<file path="config.mk">
export PLATFORM = sky130hd
export DESIGN_NAME = io_responder_flat
export DESIGN_NICKNAME = d
export VERILOG_FILES = /design/src/rtl/io_responder_pkg.sv /design/src/rtl/io_responder_if.sv /design/src/rtl/io_responder_fifo.sv /design/src/rtl/io_responder.sv /design/src/flat_wrapper.sv
export SDC_FILE = /design/constraint.sdc
export NUM_CORES = 1
export LEC_CHECK = 0
export CAP_MARGIN = 20
export CELL_PAD_IN_SITES_DETAIL_PLACEMENT = 0
export CELL_PAD_IN_SITES_GLOBAL_PLACEMENT = 1
export CORE_UTILIZATION = 40
export CTS_BUF_LIST = sky130_fd_sc_hd__clkbuf_16
export CTS_CLUSTER_DIAMETER = 30
export CTS_CLUSTER_SIZE = 20
export DETAILED_ROUTE_END_ITERATION = 8
export GPL_TIMING_DRIVEN = 0
export PLACE_DENSITY_LB_ADDON = 0.1
export SETUP_SLACK_MARGIN = 0.2
export SKIP_CTS_REPAIR_TIMING = 1
export SLEW_MARGIN = 20
export SYNTH_ARGS = -nofsm -noshare
export SYNTH_HDL_FRONTEND = slang
export SYNTH_SLANG_ARGS = --single-unit
</file>
<file path="constraint.sdc">
create_clock -name clk -period 3.3 [get_ports clk]
set_input_delay 0.99 -clock clk [delete_from_list [all_inputs] [get_ports clk]]
set_output_delay 0.99 -clock clk [all_outputs]
set_load 0.01 [all_outputs]
</file>
<file path="src/rtl/io_responder_pkg.sv">
// Shared definitions for the io_responder block: handshake FSM encoding and
// default data/FIFO geometry.
package io_responder_pkg;

    localparam int DEF_WIDTH = 16;
    localparam int DEF_DEPTH = 8;

    typedef enum logic [1:0] {
        ST_IDLE     = 2'd0,
        ST_ACK      = 2'd1,
        ST_WAIT_REL = 2'd2
    } io_state_e;

endpackage

</file>
<file path="src/rtl/io_responder_if.sv">
// CPU handshake and host FIFO signals of io_responder, bundled for port use.
interface io_responder_if #(
    parameter int WIDTH = io_responder_pkg::DEF_WIDTH
);

    logic             inp_req;
    logic [WIDTH-1:0] inp_data;
    logic             inp_ack;
    logic             out_req;
    logic [WIDTH-1:0] out_data;
    logic             out_ack;

    logic             host_wr_en;
    logic [WIDTH-1:0] host_wr_data;
    logic             host_full;
    logic             host_rd_en;
    logic [WIDTH-1:0] host_rd_data;
    logic             host_empty;
    logic             overflow;

    modport slave (
        input  inp_req, out_req, out_data, host_wr_en, host_wr_data, host_rd_en,
        output inp_data, inp_ack, out_ack, host_full, host_rd_data, host_empty, overflow
    );

    modport master (
        output inp_req, out_req, out_data, host_wr_en, host_wr_data, host_rd_en,
        input  inp_data, inp_ack, out_ack, host_full, host_rd_data, host_empty, overflow
    );

endinterface

</file>
<file path="src/rtl/io_responder_fifo.sv">
// Synchronous first-word-fall-through FIFO with wrap-bit pointers. A push into a
// full FIFO is accepted only when a pop frees the slot on the same edge.
module io_fifo #(
    parameter int WIDTH = 16,
    parameter int DEPTH = 8
) (
    input  logic             clk,
    input  logic             rst_b,
    input  logic             i_wr_en,
    input  logic [WIDTH-1:0] i_wr_data,
    input  logic             i_rd_en,
    output logic [WIDTH-1:0] o_rd_data,
    output logic             o_full,
    output logic             o_empty
);

    localparam int AW = $clog2(DEPTH);
    localparam logic [AW:0] PTR_ONE = {{AW{1'b0}}, 1'b1};

    logic [WIDTH-1:0] r_mem [DEPTH];
    logic [AW:0]      r_wr_ptr;
    logic [AW:0]      r_rd_ptr;
    logic             w_do_rd;
    logic             w_do_wr;

    assign o_empty   = (r_wr_ptr == r_rd_ptr);
    assign o_full    = (r_wr_ptr[AW] != r_rd_ptr[AW]) &&
                       (r_wr_ptr[AW-1:0] == r_rd_ptr[AW-1:0]);
    assign o_rd_data = r_mem[r_rd_ptr[AW-1:0]];

    assign w_do_rd = i_rd_en && !o_empty;
    assign w_do_wr = i_wr_en && (!o_full || w_do_rd);

    always_ff @(posedge clk or negedge rst_b) begin
        if (!rst_b) begin
            r_wr_ptr <= '0;
            r_rd_ptr <= '0;
        end else begin
            if (w_do_wr) r_wr_ptr <= r_wr_ptr + PTR_ONE;
            if (w_do_rd) r_rd_ptr <= r_rd_ptr + PTR_ONE;
        end
    end

    // Storage carries no reset; emptiness is tracked purely by the pointers.
    always_ff @(posedge clk) begin
        if (w_do_wr) r_mem[r_wr_ptr[AW-1:0]] <= i_wr_data;
    end

endmodule

</file>
<file path="src/rtl/io_responder.sv">
// CPU-facing request/ack responder backed by a host-fed input FIFO and a
// host-drained output FIFO.
//   state       | meaning
//   ST_IDLE     | waiting for req (and FIFO room/data)
//   ST_ACK      | ack pulse high for this cycle
//   ST_WAIT_REL | waiting for req to drop before re-arming
module io_responder
    import io_responder_pkg::*;
#(
    parameter int WIDTH = DEF_WIDTH,
    parameter int DEPTH = DEF_DEPTH
) (
    input  logic           clk,
    input  logic           rst_b,
    io_responder_if.slave  bus
);

    io_state_e        r_inp_state;
    io_state_e        r_out_state;
    logic [WIDTH-1:0] r_inp_data;
    logic             r_inp_ack;
    logic             r_out_ack;
    logic             r_overflow;

    logic [WIDTH-1:0] w_in_head;
    logic             w_in_full;
    logic             w_in_empty;
    logic             w_in_pop;
    logic             w_out_full;
    logic             w_out_empty;
    logic             w_out_push;

    assign w_in_pop   = (r_inp_state == ST_IDLE) && bus.inp_req && !w_in_empty;
    assign w_out_push = (r_out_state == ST_IDLE) && bus.out_req && !w_out_full;

    io_fifo #(.WIDTH(WIDTH), .DEPTH(DEPTH)) u_in_fifo (
        .clk       (clk),
        .rst_b     (rst_b),
        .i_wr_en   (bus.host_wr_en),
        .i_wr_data (bus.host_wr_data),
        .i_rd_en   (w_in_pop),
        .o_rd_data (w_in_head),
        .o_full    (w_in_full),
        .o_empty   (w_in_empty)
    );

    io_fifo #(.WIDTH(WIDTH), .DEPTH(DEPTH)) u_out_fifo (
        .clk       (clk),
        .rst_b     (rst_b),
        .i_wr_en   (w_out_push),
        .i_wr_data (bus.out_data),
        .i_rd_en   (bus.host_rd_en),
        .o_rd_data (bus.host_rd_data),
        .o_full    (w_out_full),
        .o_empty   (w_out_empty)
    );

    assign bus.inp_data   = r_inp_data;
    assign bus.inp_ack    = r_inp_ack;
    assign bus.out_ack    = r_out_ack;
    assign bus.host_full  = w_in_full;
    assign bus.host_empty = w_out_empty;
    assign bus.overflow   = r_overflow;

    always_ff @(posedge clk or negedge rst_b) begin
        if (!rst_b) begin
            r_inp_state <= ST_IDLE;
            r_inp_data  <= '0;
            r_inp_ack   <= 1'b0;
        end else begin
            case (r_inp_state)
                ST_IDLE: begin
                    r_inp_ack <= 1'b0;
                    if (w_in_pop) begin
                        r_inp_data  <= w_in_head;
                        r_inp_ack   <= 1'b1;
                        r_inp_state <= ST_ACK;
                    end
                end
                ST_ACK: begin
                    r_inp_ack   <= 1'b0;
                    r_inp_state <= ST_WAIT_REL;
                end
                ST_WAIT_REL: begin
                    r_inp_ack <= 1'b0;
                    if (!bus.inp_req) r_inp_state <= ST_IDLE;
                end
                default: begin
                    r_inp_ack   <= 1'b0;
                    r_inp_state <= ST_IDLE;
                end
            endcase
        end
    end

    always_ff @(posedge clk or negedge rst_b) begin
        if (!rst_b) begin
            r_out_state <= ST_IDLE;
            r_out_ack   <= 1'b0;
        end else begin
            case (r_out_state)
                ST_IDLE: begin
                    r_out_ack <= 1'b0;
                    if (w_out_push) begin
                        r_out_ack   <= 1'b1;
                        r_out_state <= ST_ACK;
                    end
                end
                ST_ACK: begin
                    r_out_ack   <= 1'b0;
                    r_out_state <= ST_WAIT_REL;
                end
                ST_WAIT_REL: begin
                    r_out_ack <= 1'b0;
                    if (!bus.out_req) r_out_state <= ST_IDLE;
                end
                default: begin
                    r_out_ack   <= 1'b0;
                    r_out_state <= ST_IDLE;
                end
            endcase
        end
    end

    // A push that coincides with a CPU pop on a full FIFO is accepted, so it is not an overflow.
    always_ff @(posedge clk or negedge rst_b) begin
        if (!rst_b) begin
            r_overflow <= 1'b0;
        end else if (bus.host_wr_en && w_in_full && !w_in_pop) begin
            r_overflow <= 1'b1;
        end
    end

endmodule

</file>
<file path="src/flat_wrapper.sv">
// flat-port wrapper written by rule: the top's interface ports become plain ports
module io_responder_flat import io_responder_pkg::*;
#(
    parameter int WIDTH = DEF_WIDTH,
    parameter int DEPTH = DEF_DEPTH
)
  (clk, rst_b, bus_inp_req, bus_out_req, bus_out_data, bus_host_wr_en, bus_host_wr_data, bus_host_rd_en, bus_inp_data, bus_inp_ack, bus_out_ack, bus_host_full, bus_host_rd_data, bus_host_empty, bus_overflow);
  io_responder_if #(.WIDTH(WIDTH)) bus_i ();
  input  logic clk;
  input  logic rst_b;
  input wire logic [$bits(bus_i.inp_req)-1:0] bus_inp_req;
  input wire logic [$bits(bus_i.out_req)-1:0] bus_out_req;
  input wire logic [$bits(bus_i.out_data)-1:0] bus_out_data;
  input wire logic [$bits(bus_i.host_wr_en)-1:0] bus_host_wr_en;
  input wire logic [$bits(bus_i.host_wr_data)-1:0] bus_host_wr_data;
  input wire logic [$bits(bus_i.host_rd_en)-1:0] bus_host_rd_en;
  output wire logic [$bits(bus_i.inp_data)-1:0] bus_inp_data;
  output wire logic [$bits(bus_i.inp_ack)-1:0] bus_inp_ack;
  output wire logic [$bits(bus_i.out_ack)-1:0] bus_out_ack;
  output wire logic [$bits(bus_i.host_full)-1:0] bus_host_full;
  output wire logic [$bits(bus_i.host_rd_data)-1:0] bus_host_rd_data;
  output wire logic [$bits(bus_i.host_empty)-1:0] bus_host_empty;
  output wire logic [$bits(bus_i.overflow)-1:0] bus_overflow;
  assign bus_i.inp_req = bus_inp_req;
  assign bus_i.out_req = bus_out_req;
  assign bus_i.out_data = bus_out_data;
  assign bus_i.host_wr_en = bus_host_wr_en;
  assign bus_i.host_wr_data = bus_host_wr_data;
  assign bus_i.host_rd_en = bus_host_rd_en;
  assign bus_inp_data = bus_i.inp_data;
  assign bus_inp_ack = bus_i.inp_ack;
  assign bus_out_ack = bus_i.out_ack;
  assign bus_host_full = bus_i.host_full;
  assign bus_host_rd_data = bus_i.host_rd_data;
  assign bus_host_empty = bus_i.host_empty;
  assign bus_overflow = bus_i.overflow;
  io_responder #(.WIDTH(WIDTH), .DEPTH(DEPTH)) u_core (.clk(clk), .rst_b(rst_b), .bus(bus_i));
endmodule
</file>
# Word level (Yosys, flattened, before mapping)
# Memories as Yosys holds them, arrays and structs flattened. A register that Yosys moved wholly into a read port is not among the register bits.
# Index checks and enable logic that the tools add are counted.
# classes
magnitude_cmp,0
multipliers,0
n_reduce_logical,25
shift,0
div_mod_pow,0
n_mux,14
addsub,4
n_bitwise,0
n_eq_ne,14
# op_table
cell,n
4-bit by 1-bit adder with 4-bit output (second input constant),4
1-bit logical AND,12
2-bit one-hot mux with 3 select lines,2
4-bit equality test,2
1-bit two-way mux,8
2-bit two-way mux,4
2-bit inequality test (second input constant),4
3-bit equality test,2
1-bit zero test,6
2-bit AND reduction,3
2-bit by 1-bit equality test with 1-bit output (second input constant),2
2-bit equality test (second input constant),2
2-bit zero test,2
1-bit logical OR,2
1-bit inequality test,2
# word_totals
in_bits,38
mem_count,2
latchBits,0
regBits,23
output_inout_bits,37
ramBits,256
rom_bits,0
# memory_table
memory,words,width,rd,rd_ports_with_merged_regs,write_ports,line,rtl
u_core.u_in_fifo.r_mem,8,16,1,1,1,io_responder_fifo.sv:20,logic [WIDTH-1:0] r_mem [DEPTH];
u_core.u_out_fifo.r_mem,8,16,1,0,1,io_responder_fifo.sv:20,

# Logic depth before layout (Yosys ltp)
# depth
ltp_word,8
ltp_mapped,6

# By module
# From an unflattened synthesis, not the netlist that was laid out.
# unflattened
cells_unflattened,539
hier_area_um2,11817.6
# modules_own_cells
mod,cells_each,instances,area_per_inst_um2
io_fifo (u_core.u_out_fifo),243,1,5471.5
io_fifo (u_core.u_in_fifo),242,1,5467.7
io_responder,54,1,878.3

# Least setup slack after synthesis
# OpenSTA, ideal clock, no wires.
# synth_path
kind,input to register
from,input bus_inp_req
to,memory u_core.u_in_fifo.r_mem[2][0] (enable)
stages,4
arrival_time_ps,3175
path_slack_ps,-305
setup_ps,430
path_buffers,1
cell_sequence,nor3b_2 buf_2 nor2_1 nor4_1
# synth_between
elab_chain_len,7
# synth_rtl
item,line,rtl
start: declaration,flat_wrapper.sv:11,input wire logic [$bits(bus_i.inp_req)-1:0] bus_inp_req;
1-bit logical AND (2 in a row),io_responder.sv:33,assign w_in_pop = (r_inp_state == ST_IDLE) && bus.inp_req && !w_in_empty;
1-bit logical AND,io_responder_fifo.sv:31,assign w_do_rd = i_rd_en && !o_empty;
1-bit logical OR,io_responder_fifo.sv:32,assign w_do_wr = i_wr_en && (!o_full || w_do_rd);
1-bit logical AND,io_responder_fifo.sv:32,
1-bit two-way mux,io_responder_fifo.sv:46,if (w_do_wr) r_mem[r_wr_ptr[AW-1:0]] <= i_wr_data;
1-bit two-way mux (not written as such),io_responder_fifo.sv:46,
end: declaration,io_responder_fifo.sv:20,
# Every way passes these cells.

# Worst setup path in the final report
# layout_path
from,register u_core.u_out_fifo.r_rd_ptr[0]
to,output bus_host_rd_data[5]
# layout_between
elab_chain_len,1
# layout_rtl
item,line,rtl
start: declaration,io_responder_fifo.sv:22,logic [AW:0] r_rd_ptr;
start signal: assignment,io_responder_fifo.sv:40,if (w_do_rd) r_rd_ptr <= r_rd_ptr + PTR_ONE;
memory read 8 x 16 bit,--,
end: declaration,flat_wrapper.sv:21,output wire logic [$bits(bus_i.host_rd_data)-1:0] bus_host_rd_data;
# Every way passes these cells.

==> results.cfg <==
[setup_path]
path_max_fanout = 5
reg2reg_to = u_core.u_out_fifo.r_mem[3][5]
rr_worst_depth = 8
worstSetupPathType = flip-flop to output port
crit_arrival_ns = 2.30
start_kind = flip-flop
regToRegSetupSlack_ns = 0.75
end_kind = output port
r2r_start = u_core.u_out_fifo.r_rd_ptr[0]
cp_data_required_time_ns = 2.31

[synthesis]
yosysSeqAreaShare = 0.746
async_flop_share = 0.132
syn-cell-area_mm2 = 0.0116
synth_largest_area_cell = edfxtp_1
ys_warn_count = 0
syn_avg_cell_area_um2 = 21.3
syn_inst = 546
yosys_register_bits = 295
synth.top_cell.area_share = 0.662
synth_area_leaders = edfxtp_1 (66%), dfrtp_1 (8.4%), mux4_1 (7.2%), mux4_2 (6.2%), mux2_2 (1.8%)
ys.flop_type = edfxtp_1
synth_cell_types = 39
synth-edff-count = 256
synth_nets = 588

[timing]
setup-tns-final_ns = 0
clock_skew_ns = 0.0266
slew_viol_final = 0
final_hold_viol_count = 0
min_period_ns = 3.29
fmax_mhz = 304
rsz0062_at_grt = true
fin_ws_ns = 0.0108
relSlewSlack = 0.375
setup_viol = 0
tightest_slew_ns = 0.937
finalCritPeriodShare = 0.997

[power]
p_per_area_mw_per_mm2 = 1010
p_leak_nw = 5.53
ir_worst_vdd_mv = 0.499
fin_total_pwr_mw = 15.6

[layout]
syn_to_final_growth_pct = 32.3
num-fill-cells = 2192
ff_latch_area_mm2 = 0.00866
final_nets = 761
drive_gt1_frac = 0.357
final_common_cell = edfxtp_1
antenna_cells = 0
stdcell_count = 1146
multiInputGateArea_mm2 = 0.00283
mostFrequentLayoutCells = edfxtp_1 (256), clkbuf_16 (59), clkdlybuf4s50_1 (55), mux4_2 (52), dfrtp_1 (39)

[die]
core-area_mm2 = 0.0282
die_height_um = 172
initial_utilization = 0.412
fp-row-count = 61
dieWidth_um = 172
ios = 75
dieArea_mm2 = 0.0297

[clock_tree]
clockBufferDepth = 3
htreeDepth = 2
clkSinkCount = 295
cts_tree = done
cts_root_buf = clkbuf_16
clock_latency_ns = 0.56
numCtsBuffers = 57
clkTransAtPathRegs_ns = 0.05

[placed_design]
dp_slack_ns = -0.335
portBuffers = 74
dp_cells = 1021
finalWeightedCongestion = 0.716
dp_hpwl_um = 16200

[global_route]
grt_pass1_vias = 6260
antenna_found_initial = 1
grt_pass1_wl_um = 36900
gr-usage-all-layers = 0.172
overflow = 0
grt_max_degree = 31

[flow_run]
maxCapViolCount = 0

[route]
dr.pass1.iters = 4
wl_um = 25000
drt_first_iter_violations = 331
vias = 5866
wl_per_cell_um = 21.9
drc = 0
ant_nets = 0
vias_per_cell = 5.12

[run_status]
outcome = complete, no violations

[min_path]
min_path_type = primary input to async pin
## cell families after synthesis
family / Yosys count / share of synthesized area
xor+xnor: 21 / 0.0178
flops: 295 / 0.746
mux: 102 / 0.169
buf+inv: 42 / 0.0209
fa+ha+maj: 4 / 0.00431
simple gates: 44 / 0.0213
compound gates: 38 / 0.0199
## report_power, final
part / switching [mW] / total, mW / internal (mW)
clock: 1.87 / 5.72 / 3.85
sequential: 0.239 / 4.99 / 4.76
combinational: 2.39 / 4.85 / 2.46
## final cells by class
class	instances	area share
Buffer	33	0.0169
Clock buffer	57	0.0929
Clock inverter	51	0.0346
Inverter	9	0.00220
Multi-Input combinational cell	209	0.184
Sequential cell	295	0.564
Tap cell	378	0.0308
Timing Repair Buffer	114	0.0740
## stage by stage
stage	hold slack [ns]	util	cell area [um^2]
final	0.302	0.545	15400
after global routing	0.307	0.545	15400
after CTS	0.297	0.537	15100
after detailed placement	0.452	0.467	13200
after global placement	0.443	0.456	12900
after floorplan	0.449	-	11600
## worst max-delay path by stage
stage | to | startpoint | depth (start not counted) | slack (ns)
after floorplan | u_core.u_in_fifo.r_mem[2][0] | bus_inp_req | 4 | -0.30
after global placement | u_core.u_in_fifo.r_mem[4][5] | bus_inp_req | 5 | -2.90
after detailed placement | u_core.u_in_fifo.r_mem[4][5] | bus_inp_req | 7 | -0.34
after CTS | bus_host_rd_data[5] | u_core.u_out_fifo.r_rd_ptr[1] | 5 | -0.65
after global routing | bus_host_rd_data[5] | u_core.u_out_fifo.r_rd_ptr[0] | 7 | -0.07
final | bus_host_rd_data[5] | u_core.u_out_fifo.r_rd_ptr[0] | 7 | 0.01
## synthesized netlist by cell type (2+ instances only)
master / n
nor3_1: 8
xor2_1: 4
buf_6: 7
a21oi_1: 16
xnor2_2: 3
a31oi_1: 16
nand2b_1: 2
clkbuf_1: 8
inv_1: 9
nand2_1: 6
xnor2_1: 14
nor4_1: 3
mux4_2: 32
ha_1: 4
buf_4: 4
clkbuf_2: 2
mux2_2: 19
nand3_1: 8
mux2i_1: 18
dfrtp_1: 39
edfxtp_1: 256
and3_1: 3
mux4_1: 32
buf_2: 12
nor2_1: 7
## layer usage
metal / track usage / wire [um] / vias up
li1: - / - / 2625
met1: 0.199 / 9830 / 3047
met2: 0.313 / 13600 / 145
met3: 0.0366 / 1030 / 47
met4: 0.0600 / 569 / 2
met5: 0 / 13 / -
## registers in the layout, summed over array words and instances (netlist names), 2 cells and up
name / flops
u_core.u_out_fifo.r_rd_ptr: 4
u_core.u_out_fifo.r_wr_ptr: 4
u_core.u_in_fifo.r_rd_ptr: 4
u_core.r_inp_state: 2
u_core.bus.inp_data: 16
u_core.u_in_fifo.r_wr_ptr: 4
u_core.r_out_state: 2
u_core.u_out_fifo.r_mem: 128
u_core.u_in_fifo.r_mem: 128
## worst max-delay path, stage by stage (launching register included)
cell       delay [ns]
dfrtp_1          0.39
buf_6            0.13
buf_12           0.12
buf_8            0.12
clkbuf_16        0.16
mux4_2           0.43
mux2_2           0.28
clkbuf_2         0.13
(Power assumes the default switching activity.)
